File: src/rtl/dds_spi_sequencer.sv
// Serial-port frame sequencer for a DDS: optional IO_RESET pulse, MSB-first
// SPI shift under CSB, settle gap, IO_UPDATE pulse, then digital-ramp direction.
module dds_spi_sequencer #(
    parameter int SCLK_HALF = 3,
    parameter int MAX_BYTES = 29,
    parameter int RST_CYC   = 50,
    parameter int UPD_CYC   = 50,
    parameter int GAP_CYC   = 480,
    localparam int NB       = MAX_BYTES * 8,
    localparam int LW       = $clog2(MAX_BYTES + 1)
) (
    input  logic          fifty_MHz_intclk,
    input  logic          reset_n,
    input  logic          start,
    input  logic          abort,
    input  logic [NB-1:0] frame_data,
    input  logic [LW-1:0] frame_len,
    input  logic          do_io_reset,
    input  logic          ramp_dir,
    output logic          SDIO,
    output logic          SCLK,
    output logic          CSB,
    output logic          IO_RESET,
    output logic          IO_UPDATE,
    output logic          DR_CTL,
    output logic          DR_HOLD,
    output logic          OSK,
    output logic          busy,
    output logic          done,
    output logic          err
);
    localparam int CMAX = (GAP_CYC > RST_CYC) ? ((GAP_CYC > UPD_CYC) ? GAP_CYC : UPD_CYC)
                                               : ((RST_CYC > UPD_CYC) ? RST_CYC : UPD_CYC);
    localparam int CW   = $clog2(CMAX + 1);
    localparam int HW   = $clog2(SCLK_HALF + 1);
    localparam int BW   = $clog2(NB + 1);

    typedef enum logic [2:0] {IDLE, RSTP, GAP1, SHIFT, GAP2, UPD, DONE} state_t;

    state_t        state, nxt;
    logic [CW-1:0] cnt;
    logic [HW-1:0] hcnt;
    logic          ph;
    logic [BW-1:0] bcnt;
    logic [NB-1:0] sreg;
    logic [LW-1:0] len_l;
    logic          ramp_l;
    logic [BW-1:0] nbits_m1;
    logic          len_ok, accept, half_last, bit_last, timed;

    assign DR_HOLD   = 1'b0;
    assign OSK       = 1'b0;
    assign len_ok    = (frame_len != '0) && (frame_len <= LW'(MAX_BYTES));
    assign accept    = start && len_ok;
    assign nbits_m1  = BW'({len_l, 3'b000}) - BW'(1);
    assign half_last = (hcnt == HW'(SCLK_HALF - 1));
    assign bit_last  = (bcnt == nbits_m1);
    assign timed     = (state == RSTP) || (state == GAP1) || (state == GAP2) || (state == UPD);

    always_ff @(posedge fifty_MHz_intclk or negedge reset_n) begin
        if (!reset_n) state <= IDLE;
        else          state <= nxt;
    end

    // Pins decode straight from state so abort and reset reach them without an extra stage.
    always_comb begin
        nxt       = state;
        CSB       = 1'b1;
        SCLK      = 1'b0;
        SDIO      = 1'b0;
        IO_RESET  = 1'b0;
        IO_UPDATE = 1'b0;
        busy      = 1'b1;
        done      = 1'b0;
        case (state)
            IDLE: begin
                busy = 1'b0;
                if (accept) nxt = do_io_reset ? RSTP : SHIFT;
            end
            RSTP: begin
                IO_RESET = 1'b1;
                if (cnt == CW'(RST_CYC - 1)) nxt = GAP1;
            end
            GAP1: if (cnt == CW'(GAP_CYC - 1)) nxt = SHIFT;
            SHIFT: begin
                CSB  = 1'b0;
                SCLK = ph;
                SDIO = sreg[NB-1];
                if (half_last && ph && bit_last) nxt = GAP2;
            end
            GAP2: if (cnt == CW'(GAP_CYC - 1)) nxt = UPD;
            UPD: begin
                IO_UPDATE = 1'b1;
                if (cnt == CW'(UPD_CYC - 1)) nxt = DONE;
            end
            DONE: begin
                busy = 1'b0;
                done = 1'b1;
                nxt  = IDLE;
            end
            default: nxt = IDLE;
        endcase
        if (state != IDLE && abort) nxt = IDLE;
    end

    always_ff @(posedge fifty_MHz_intclk or negedge reset_n) begin
        if (!reset_n) begin
            cnt    <= '0;
            hcnt   <= '0;
            ph     <= 1'b0;
            bcnt   <= '0;
            sreg   <= '0;
            len_l  <= '0;
            ramp_l <= 1'b0;
            DR_CTL <= 1'b0;
            err    <= 1'b0;
        end else begin
            err <= ((state == IDLE) && start && !len_ok) || ((state != IDLE) && abort);
            cnt <= (timed && state == nxt) ? cnt + CW'(1) : '0;
            if (state == IDLE && accept) begin
                sreg   <= frame_data;
                len_l  <= frame_len;
                ramp_l <= ramp_dir;
                hcnt   <= '0;
                ph     <= 1'b0;
                bcnt   <= '0;
            end
            // SDIO advances only as the high phase ends, i.e. at the start of the next low phase.
            if (state == SHIFT) begin
                if (half_last) begin
                    hcnt <= '0;
                    ph   <= ~ph;
                    if (ph) begin
                        sreg <= {sreg[NB-2:0], 1'b0};
                        bcnt <= bcnt + BW'(1);
                    end
                end else begin
                    hcnt <= hcnt + HW'(1);
                end
            end
            if (state == UPD && nxt == DONE) DR_CTL <= ramp_l;
        end
    end
endmodule

File: config.mk
export PLATFORM = sky130hd
export DESIGN_NAME = dds_spi_sequencer
export DESIGN_NICKNAME = d
export VERILOG_FILES = /design/src/rtl/dds_spi_sequencer.sv
export SDC_FILE = /design/constraint.sdc
export NUM_CORES = 1
export LEC_CHECK = 0
export ABC_AREA = 1
export ABC_CLOCK_PERIOD_IN_PS = 2450
export CAP_MARGIN = 25
export CORE_MARGIN = 5
export CORE_UTILIZATION = 40
export CTS_BUF_LIST = sky130_fd_sc_hd__clkbuf_4 sky130_fd_sc_hd__clkbuf_8
export CTS_CLUSTER_SIZE = 20
export DETAILED_ROUTE_END_ITERATION = 12
export DONT_BUFFER_PORTS = 1
export GPL_TIMING_DRIVEN = 0
export SLEW_MARGIN = 40
export SYNTH_ARGS = -nofsm -noshare
export SYNTH_HDL_FRONTEND = slang
export SYNTH_SLANG_ARGS = --single-unit
File: constraint.sdc
create_clock -name fifty_MHz_intclk -period 2.45 [get_ports fifty_MHz_intclk]
set_input_delay 0.3675 -clock fifty_MHz_intclk [delete_from_list [all_inputs] [get_ports fifty_MHz_intclk]]
set_output_delay 0.3675 -clock fifty_MHz_intclk [all_outputs]
set_load 0.005 [all_outputs]
==> impl_metrics.json, run 1 <==
{
  "slew_viol_final": 0,
  "areaGrowthSynthToFinish_pct": 32.54,
  "cp-end-kind": "flop",
  "drt-total-wl_um": 32260,
  "hpwl_um": 20280,
  "grt_pass1_vias": 10820,
  "fmax_ghz": 0.4559,
  "viasPerCell": 4.908,
  "synthTopCellsByArea": "dfrtp_1 55%, nand2_1 24%, nand3_1 10%",
  "clk_latency_ns": 0.55,
  "crit_path_max_fanout": 10,
  "fin_hold_ws_ns": -0.4782,
  "fin_skew_ns": 0.01354,
  "grt_first_pass_wirelength_um": 52750,
  "ir_drop_v": 0.0005778,
  "setup_viol": 0,
  "cts_tree": "done",
  "syn-instance-count": 1493,
  "grt_antenna_before_repair": 5,
  "cts_resized": 0,
  "htree_levels": 2,
  "final_antenna_net_count": 0,
  "ys_types": 30,
  "fin_crit_sh_pct": 89.52,
  "fp.dieH_um": 182.9,
  "yosys.area.top_type": "dfrtp_1",
  "fp.dieW_um": 182.9,
  "fp-row-count": 63,
  "core-area_mm2": 0.02956,
  "final_cells": 2211,
  "hp-class": "in -> async",
  "fillers": 2622,
  "vias": 10850,
  "syn_area_per_cell_um2": 8.013,
  "io_pins": 254,
  "utilization_pct": 53.64,
  "finalCriticalPeriod_ns": 2.193,
  "grt_max_degree": 264,
  "crit_path_start_kind": "flop",
  "finalWorstSetupSlack_ns": 0.2567,
  "clkSinkCount": 263,
  "crit_required_ns": 2.93,
  "cts_setup_buffers": 0,
  "overflow": 0,
  "worst_slew_pin_slew_ns": 0.7922,
  "dp_slack_ns": 0.2283,
  "clk_pin_slew_worst_paths_ns": 0.06,
  "placed_cell_area_mm2": 0.01246,
  "powerDensity_mw_per_mm2": 997.1,
  "multi_input_area_mm2": 0.004641,
  "dp.cells": 1884,
  "nNetsFinal": 2028,
  "cts-root-buf": "clkbuf_8",
  "drt_first_iter_violations": 708,
  "tns_ns": 0,
  "status": "complete, but fails checks",
  "crit_arrival_ns": 2.67,
  "cap_viol_max_count": 0,
  "numCtsBuffers": 47,
  "yosysWarnings": 0,
  "cts_buffer_depth": 3,
  "wl_per_cell_um": 14.59,
  "hold_viol_final": 263,
  "die_area_mm2": 0.03347,
  "synth_seq_cells": 263,
  "drc": 0,
  "crit_type": "reg -> reg",
  "grt_usage_pct": 18.80,
  "p_leak_nw": 7.585,
  "gp_congestion": 0.8024,
  "slowest_delay_ns": 0.41,
  "rsz0062_at_grt": "no",
  "netlist_area_mm2": 0.01196,
  "drive_above_1_share_pct": 9.421,
  "io_buffers": 0,
  "stdcell_area_mm2": 0.01586,
  "drtPass1Iterations": 5,
  "slew_headroom_pct": 47.19,
  "violations": "hold timing",
  "register_area_mm2": 0.006581,
  "cp_slowest_cell": "dfrtp_1",
  "netlist.area_leader.share_pct": 55.01,
  "path_cells": "nor2_1, nand2_1, nor2_2, nand3_2, inv_2, buf_2, buf_2, nand2_1, nand3_1",
  "cts_hold_buf": 238,
  "initial_core_util_pct": 40.47,
  "ys_seq_area_share_pct": 55.01
}
==> report_power, final <==
part	total [W]	internal (W)	switching (W)
registers	0.00735	0.00630	0.00105
logic	0.00416	0.00174	0.00242
clock network	0.00431	0.00252	0.00179
total	0.0158	0.0106	0.00525
==> cells in the final DEF (no fill, tap or decap) <==
cell / synthesis / layout
nand2_1: 765 / 765
dfrtp_1: 263 / 263
nand3_1: 247 / 247
dlygate4sd3_1: 0 / 238
clkbuf_8: 0 / 58
inv_1: 42 / 42
buf_2: 34 / 34
nor2_1: 34 / 34
buf_4: 22 / 22
buf_6: 19 / 19
o21ai_0: 19 / 19
clkbuf_4: 0 / 19
a21oi_1: 8 / 8
diode_2: 0 / 6
nand4_1: 5 / 5
clkbuf_1: 4 / 4
inv_2: 4 / 4
ha_1: 4 / 4
o211ai_1: 3 / 3
xor2_1: 3 / 3
clkinvlp_4: 0 / 3
nor3_1: 2 / 2
nand3_2: 2 / 2
nor2_4: 2 / 2
conb_1: 1 / 2
clkinv_2: 0 / 2
xnor2_1: 1 / 1
a221oi_1: 1 / 1
nor3_4: 1 / 1
nand2_2: 1 / 1
nor3_2: 1 / 1
nor2_2: 1 / 1
clkinv_4: 1 / 1
o21ai_1: 1 / 1
mux2i_1: 1 / 1
a22o_1: 1 / 1
bufinv_16: 0 / 1
==> area by class of cell <==
cell class,count,share of cell area (%)
antenna,6,0.09469
buffer,79,3.559
clock buffer,77,5.934
clock inverter,6,0.3945
inverter,47,1.144
multi-input combinational,1105,29.27
sequential,263,41.51
tap,390,3.077
timing repair buffer,238,15.02
==> final timing paths <==
path	end	depth (start not counted)	slack (ns)	startpoint
min reg2reg	sreg[57]$_DFF_PN0_	2	0.48	sreg[57]$_DFF_PN0_
min	len_l[2]$_DFFE_PN0P_	0	-0.48	reset_n
max	sreg[176]$_DFF_PN0_	9	0.26	state[1]$_DFF_PN0_
max in group asynchronous	cnt[1]$_DFF_PN0_	0	2.27	reset_n
min in group fifty_MHz_intclk	err$_DFF_PN0_	4	0.05	start
max reg2reg	sreg[176]$_DFF_PN0_	9	0.26	state[1]$_DFF_PN0_
==> state kept, by name, indices dropped and copies added (netlist names) <==
| name | flops |
|---|---|
| ramp_l | 1 |
| state | 3 |
| ph | 1 |
| sreg | 232 |
| bcnt | 8 |
| hcnt | 2 |
| err | 1 |
| cnt | 9 |
| DR_CTL | 1 |
| len_l | 5 |
==> through the flow <==
step                hold slack, ns  power (W)
floorplan                  0.07191    0.01018
global placement           0.08058    0.01104
detailed placement         0.08008    0.01119
CTS                        -0.5329    0.01596
global route               -0.5224    0.01707
finish                     -0.4782    0.01581
==> synthesized netlist by cell type <==
| library cell | number |
|---|---|
| nor2_2 | 1 |
| nand2_1 | 765 |
| buf_6 | 19 |
| a22o_1 | 1 |
| inv_2 | 4 |
| dfrtp_1 | 263 |
| clkbuf_1 | 4 |
| o211ai_1 | 3 |
| nand3_1 | 247 |
| nor2_1 | 34 |
| o21ai_0 | 19 |
| xnor2_1 | 1 |
| mux2i_1 | 1 |
| nand4_1 | 5 |
| nand3_2 | 2 |
| nor2_4 | 2 |
| inv_1 | 42 |
| clkinv_4 | 1 |
| buf_2 | 34 |
| nor3_2 | 1 |
| buf_4 | 22 |
| nand2_2 | 1 |
| nor3_4 | 1 |
| o21ai_1 | 1 |
| xor2_1 | 3 |
| a221oi_1 | 1 |
| ha_1 | 4 |
| nor3_1 | 2 |
| a21oi_1 | 8 |
| conb_1 | 1 |
==> layer usage <==
| layer | up-vias | GRT usage (%) | share of wire [%] | routed length (µm) |
|---|---|---|---|---|
| met5 | - | 0 | 0.040 | 13 |
| met4 | 2 | 6.287 | 2.8 | 890 |
| met3 | 85 | 3.987 | 6.5 | 2102 |
| met2 | 363 | 30.65 | 47 | 15160 |
| met1 | 5099 | 25.17 | 44 | 14100 |
| li1 | 5303 | - | - | - |
==> critical path: cells and delay by family, from the launching register on <==
kind                   cells  cell delay [ns]
flip-flops                 1             0.41
AND/OR/NAND/NOR            6             0.83
buffers and inverters      3             0.87
==> cell families after synthesis <==
kind of cell / Yosys count / share of synthesized area [%]
compound gates: 33 / 1.506
xor+xnor: 4 / 0.2929
fa+ha+maj: 4 / 0.4183
buf+inv: 126 / 6.233
flops: 263 / 55.01
mux: 1 / 0.08367
other cells: 1 / 0.03134
simple gates: 1061 / 36.43
Power figures use the tool's default switching activity.
==> run 2: changes to the inputs <==
--- a/config.mk
+++ b/config.mk
@@ -5,7 +5,6 @@
 export SDC_FILE = /design/constraint.sdc
 export NUM_CORES = 1
 export LEC_CHECK = 0
-export ABC_AREA = 1
 export ABC_CLOCK_PERIOD_IN_PS = 2450
 export CAP_MARGIN = 25
 export CORE_MARGIN = 5
==> run 2 against run 1 <==
Net effect:
- the run still ends with hold timing left
- wire length fell by 0.76%
- synthesized cell count down 20%
- hold slack gained 0.020 ns
- largest power group unchanged
- die area is 4.3% lower
- total power increased by 1.7%
- sequential power up 0.7%
- final cell count fell by 14%
- first-iteration DRC count is 3.4% higher
- sequential cell count is the same
- register-to-register slack got worse by 0.08 ns
==> impl_metrics.json, run 2 <==
{
  "synth_commonest_cells": "496 x nand2_1, 263 x dfrtp_1, 231 x a22oi_1, 56 x buf_2, 23 x clkbuf_1",
  "fillers": 2359,
  "wl_per_cell_um": 16.90,
  "cp-end-kind": "flop",
  "fp.dieH_um": 179.0,
  "rsz0062_at_grt": "no",
  "ys_async_sr_fraction_pct": 100.0,
  "crit_type": "reg -> reg",
  "syn-instance-count": 1192,
  "worst_slew_pin_slew_ns": 0.7056,
  "initial_core_util_pct": 40.78,
  "slowest_delay_ns": 0.39,
  "yosysWarnings": 0,
  "io_buffers": 0,
  "synthTopCellsByArea": "dfrtp_1 58%, nand2_1 16%, a22oi_1 15%",
  "critPathBufInv": 4,
  "mostFrequentLayoutCells": "496 x nand2_1, 263 x dfrtp_1, 239 x dlygate4sd3_1",
  "drtPass1Iterations": 5,
  "largest_register_ffs": 232,
  "core-area_mm2": 0.02801,
  "synth_seq_cells": 263,
  "drive_above_1_share_pct": 10.12,
  "grt_max_degree": 264,
  "numCtsBuffers": 47,
  "cts-root-buf": "clkbuf_8",
  "grt_pass1_vias": 10030,
  "crit_path_max_fanout": 10,
  "cts_setup_buffers": 0,
  "cp_slowest_cell": "nor2_2",
  "drt-total-wl_um": 32020,
  "areaGrowthSynthToFinish_pct": 34.24,
  "setup_viol": 0,
  "yosys.area.top_type": "dfrtp_1",
  "die_area_mm2": 0.03204,
  "grt_antenna_before_repair": 3,
  "crit_path_start_kind": "flop",
  "clk_latency_ns": 0.54,
  "fp.dieW_um": 179.0,
  "p_leak_nw": 7.531,
  "viasPerCell": 5.179,
  "crit_required_ns": 2.92,
  "cts_buffer_depth": 3,
  "io_pins": 254,
  "slew_viol_final": 0,
  "violations": "hold timing",
  "fin_crit_sh_pct": 92.79,
  "htree_levels": 2,
  "clkSinkCount": 263,
  "fp-row-count": 61,
  "drt_first_iter_violations": 732,
  "ys_types": 44,
  "netlist.area_leader.share_pct": 57.61,
  "critPathTopFamily": "buffers and inverters",
  "synth-edff-count": 0,
  "vias": 9809,
  "multi_input_area_mm2": 0.004447,
  "synth_top_flop_cell": "dfrtp_1",
  "cts_tree": "done",
  "finalCriticalPeriod_ns": 2.273,
  "powerDensity_mw_per_mm2": 1048,
  "ir_drop_v": 0.0005519,
  "final_common_cell": "nand2_1",
  "gp_congestion": 0.7715,
  "path_cells": "buf_2, nand2_1, nor2_2, inv_1, nor2_1, nor2_2, buf_2, buf_2, nand2_1, nand2_1",
  "hpwl_um": 20130,
  "cts_hold_buf": 239,
  "final_antenna_net_count": 0,
  "netlist_area_mm2": 0.01142,
  "slew_headroom_pct": 52.30,
  "cap_viol_max_count": 0,
  "status": "complete, but fails checks",
  "synth_most_common_cell": "nand2_1",
  "ys_seq_area_share_pct": 57.61,
  "reg_top3": "sreg (232), cnt (9), bcnt (8)",
  "fin_hold_ws_ns": -0.4583,
  "hold_viol_final": 263,
  "tns_ns": 0,
  "nNetsFinal": 1727,
  "fin_skew_ns": 0.02501,
  "hp-class": "in -> async",
  "crit_arrival_ns": 2.74,
  "drc": 0,
  "clk_pin_slew_worst_paths_ns": 0.06,
  "overflow": 0,
  "grt_first_pass_wirelength_um": 51180,
  "regMostFlops": "sreg",
  "syn_area_per_cell_um2": 9.583,
  "grt_usage_pct": 19.44,
  "register_area_mm2": 0.006581,
  "fmax_ghz": 0.4399
}
## run 2: cell count changes after synthesis, moves of 9 or more
cell	delta
nor3_1	+10
buf_2	+22
buf_6	-19
a22oi_1	+231
nor2_1	-22
clkbuf_1	+19
o21ai_0	-10
xnor2_1	+9
inv_1	-37
buf_4	-18
nand2_1	-269
nand3_1	-240
## run 2: cells by family (layout without fill, tap and decap cells)
kind of cell    Yosys count  after routing  share of synthesized area, %
compound gates          251            251                         16.63
mux                       6              6                        0.5914
fa+ha+maj                 4              4                        0.4381
flops                   263            263                         57.61
simple gates            558            558                         19.50
other cells               1              6                       0.03283
buf+inv                  89            408                         3.669
xor+xnor                 20             20                         1.533
## run 2: worst paths after layout
check / to / from / cells past startpoint / slack (ns)
min in group fifty_MHz_intclk: err$_DFF_PN0_ / frame_len[3] / 3 / 0.05
max in group asynchronous: sreg[171]$_DFF_PN0_ / reset_n / 0 / 2.54
worst max register to register: sreg[209]$_DFF_PN0_ / state[0]$_DFF_PN0_ / 10 / 0.18
worst min-delay path: sreg[118]$_DFF_PN0_ / reset_n / 0 / -0.46
worst min register to register: sreg[104]$_DFF_PN0_ / sreg[104]$_DFF_PN0_ / 2 / 0.47
worst max-delay path: sreg[209]$_DFF_PN0_ / state[0]$_DFF_PN0_ / 10 / 0.18
## run 2: what timing repair did
action	4_1_cts	5_1_grt
endpoints found under the setup margin	25	239
resized for setup	2	10
endpoints found under the hold margin	502	263
## run 2: layout make-up
| cell class | count | area share [%] |
|---|---|---|
| Inverter | 5 | 0.1224 |
| Clock buffer | 73 | 5.858 |
| Timing Repair Buffer | 239 | 15.60 |
| Buffer | 83 | 2.717 |
| Antenna cell | 4 | 0.06527 |
| Multi-Input combinational cell | 841 | 29.00 |
| Clock inverter | 8 | 0.6364 |
| Tap cell | 378 | 3.084 |
| Sequential cell | 263 | 42.92 |
## run 2: per-stage QoR
stage,area [µm²],instances,utilization (%),setup WS (ns),total power [W]
after CTS,15290,1890,54.58,0.01180,0.01610
after global routing,15330,1893,54.74,0.005856,0.01732
after detailed placement,11900,1571,42.48,-0.06243,0.01134
after global placement,11900,1571,42.48,-0.06187,0.01115
final,15330,1894,54.75,0.1767,0.01608
after floorplan,11430,1193,-,0.4937,0.01025
## run 2: metal layers
layer | GRT usage, % | share of wire [%]
met1 | 26.46 | 44
met5 | 0 | 0
met2 | 31.26 | 46
met3 | 4.998 | 7.9
met4 | 4.797 | 1.7
## run 2: where the power goes
group          switching (W)  internal [W]  total, W
combinational        0.00258       0.00178   0.00436
sequential           0.00111       0.00629   0.00740
clock                0.00178       0.00253   0.00432
total                0.00547        0.0106    0.0161
==> run 3: changes to the inputs <==
--- a/config.mk
+++ b/config.mk
@@ -14,6 +14,7 @@
 export DETAILED_ROUTE_END_ITERATION = 12
 export DONT_BUFFER_PORTS = 1
 export GPL_TIMING_DRIVEN = 0
+export REMOVE_ABC_BUFFERS = 1
 export SLEW_MARGIN = 40
 export SYNTH_ARGS = -nofsm -noshare
 export SYNTH_HDL_FRONTEND = slang
==> run 3 against run 2 <==
Net effect:
- the flow still finishes with violations (hold timing)
- sequential cell count unchanged
- wire length down 1.3%
- critical path depth unchanged
- design area up 1.3%
- maximum frequency down 3.2%
- setup slack worse by 0.076 ns
- register-to-register slack worse by 0.08 ns
==> impl_metrics.json, run 3 (synthesis results as in run 2) <==
{
  "status": "complete, but fails checks",
  "violations": "hold timing",
  "finalCriticalPeriod_ns": 2.349,
  "fp-row-count": 61,
  "critPathBufInv": 5,
  "cap_viol_max_count": 0,
  "reg_top3": "sreg (232), cnt (9), bcnt (8)",
  "crit_required_ns": 2.87,
  "drt-total-wl_um": 31600,
  "regMostFlops": "sreg",
  "gp_congestion": 0.7736,
  "final_cells": 1843,
  "viasPerCell": 5.201,
  "core-area_mm2": 0.02801,
  "crit_path_max_fanout": 26,
  "powerDensity_mw_per_mm2": 1036,
  "crit_arrival_ns": 2.77,
  "io_buffers": 0,
  "initial_core_util_pct": 40.78,
  "crit_path_start_kind": "flop",
  "areaGrowthSynthToFinish_pct": 36.04,
  "hp-class": "in -> async",
  "numCtsBuffers": 46,
  "drc": 0,
  "drive_above_1_share_pct": 8.966,
  "clk_latency_ns": 0.55,
  "rsz0062_at_grt": "no",
  "fin_crit_sh_pct": 95.87,
  "tns_ns": 0,
  "htree_levels": 2,
  "hold_viol_final": 263,
  "p_leak_nw": 7.521,
  "clk_pin_slew_worst_paths_ns": 0.06,
  "dp.cells": 1516,
  "wl_per_cell_um": 17.15,
  "fin_skew_ns": 0.02660,
  "cp-end-kind": "flop",
  "grt_pass1_vias": 9933,
  "fmax_ghz": 0.4257,
  "slew_headroom_pct": 33.28,
  "fillers": 2356,
  "grt_antenna_before_repair": 3,
  "drt_first_iter_violations": 630,
  "slew_viol_final": 0,
  "hpwl_um": 18740,
  "io_pins": 254,
  "worst_slew_pin_slew_ns": 1.001,
  "grt_first_pass_wirelength_um": 50690,
  "die_area_mm2": 0.03204,
  "cts-root-buf": "clkbuf_8",
  "fin_hold_ws_ns": -0.4948,
  "nNetsFinal": 1681,
  "rr_startpoint": "state[1]$_DFF_PN0_",
  "stdcell_area_mm2": 0.01554,
  "final_common_cell": "nand2_1",
  "path_cells": "buf_4, nor4b_4, o211a_4, buf_12, nor2_4, buf_8, buf_16, buf_16, nand2_1, nand2_1",
  "ir_drop_v": 0.0006303,
  "cp_slowest_cell": "dfrtp_2",
  "cts_hold_buf": 238,
  "crit_type": "reg -> reg",
  "cp-startpoint": "state[1]$_DFF_PN0_",
  "clkSinkCount": 263,
  "critPathTopFamily": "buffers and inverters",
  "final_antenna_net_count": 0,
  "grt_max_degree": 264,
  "largest_register_ffs": 232,
  "fp.dieW_um": 179.0,
  "placed_cell_area_mm2": 0.01213,
  "setup_viol": 0,
  "cts_tree": "done",
  "fp.dieH_um": 179.0,
  "vias": 9585,
  "overflow": 0,
  "mostFrequentLayoutCells": "496 x nand2_1, 260 x dfrtp_1, 238 x dlygate4sd3_1",
  "slowest_delay_ns": 0.42,
  "drtPass1Iterations": 7,
  "cts_buffer_depth": 3,
  "grt_usage_pct": 19.18
}
[run 3: final cells by class]
cell class | count | area [µm²] | share of cell area, %
antenna | 4 | 10.01 | 0.06441
clock buffer | 73 | 879.6 | 5.660
clock inverter | 2 | 12.51 | 0.08052
inverter | 5 | 18.77 | 0.1208
multi-input combinational | 842 | 4481 | 28.83
sequential | 263 | 6585 | 42.38
tap | 378 | 473.0 | 3.043
timing repair buffer | 276 | 3080 | 19.82
[run 3: path summary, 6_finish.rpt]
check | depth (start not counted) | slack, ns | end
worst max-delay path | 10 | 0.10 | sreg[163]$_DFF_PN0_
worst max register to register | 10 | 0.10 | sreg[163]$_DFF_PN0_
min in group fifty_MHz_intclk | 3 | 0.04 | state[0]$_DFF_PN0_
max in group asynchronous | 0 | 2.10 | sreg[175]$_DFF_PN0_
worst min-delay path | 0 | -0.49 | len_l[2]$_DFFE_PN0P_
worst min register to register | 2 | 0.47 | sreg[199]$_DFF_PN0_
[run 3: power breakdown]
group / internal (W) / total, W / leakage [nW] / switching, W
combinational: 0.00207 / 0.00467 / 3.76 / 0.00260
sequential: 0.00629 / 0.00743 / 3.28 / 0.00113
clock: 0.00225 / 0.00399 / 0.477 / 0.00175
[run 3: timing repair]
action	4_1_cts	5_1_grt
setup endpoints to repair	185	84
cloned	1	1
setup buffers	4	4
pin swaps	3	3
resized for setup	5	4
endpoints found under the hold margin	501	263
[run 3: routing by layer]
metal / up-vias / wire length [µm] / global-route usage, %
li1: 4585 / - / -
met1: 4640 / 13610 / 25.49
met2: 302 / 15030 / 31.37
met3: 56 / 2263 / 4.766
met4: 2 / 693 / 5.373
met5: - / 7 / 0
[run 3: per-stage QoR]
step	utilization, %	setup slack [ns]	hold slack (ns)	power (W)
floorplan	-	-15.44	0.07191	0.01039
global placement	41.06	-35.09	0.07914	0.01142
detailed placement	43.29	-0.2920	0.08030	0.01155
CTS	55.17	0.06498	-0.5238	0.01600
global route	55.46	0.02313	-0.5274	0.01731
finish	55.48	0.1011	-0.4948	0.01609
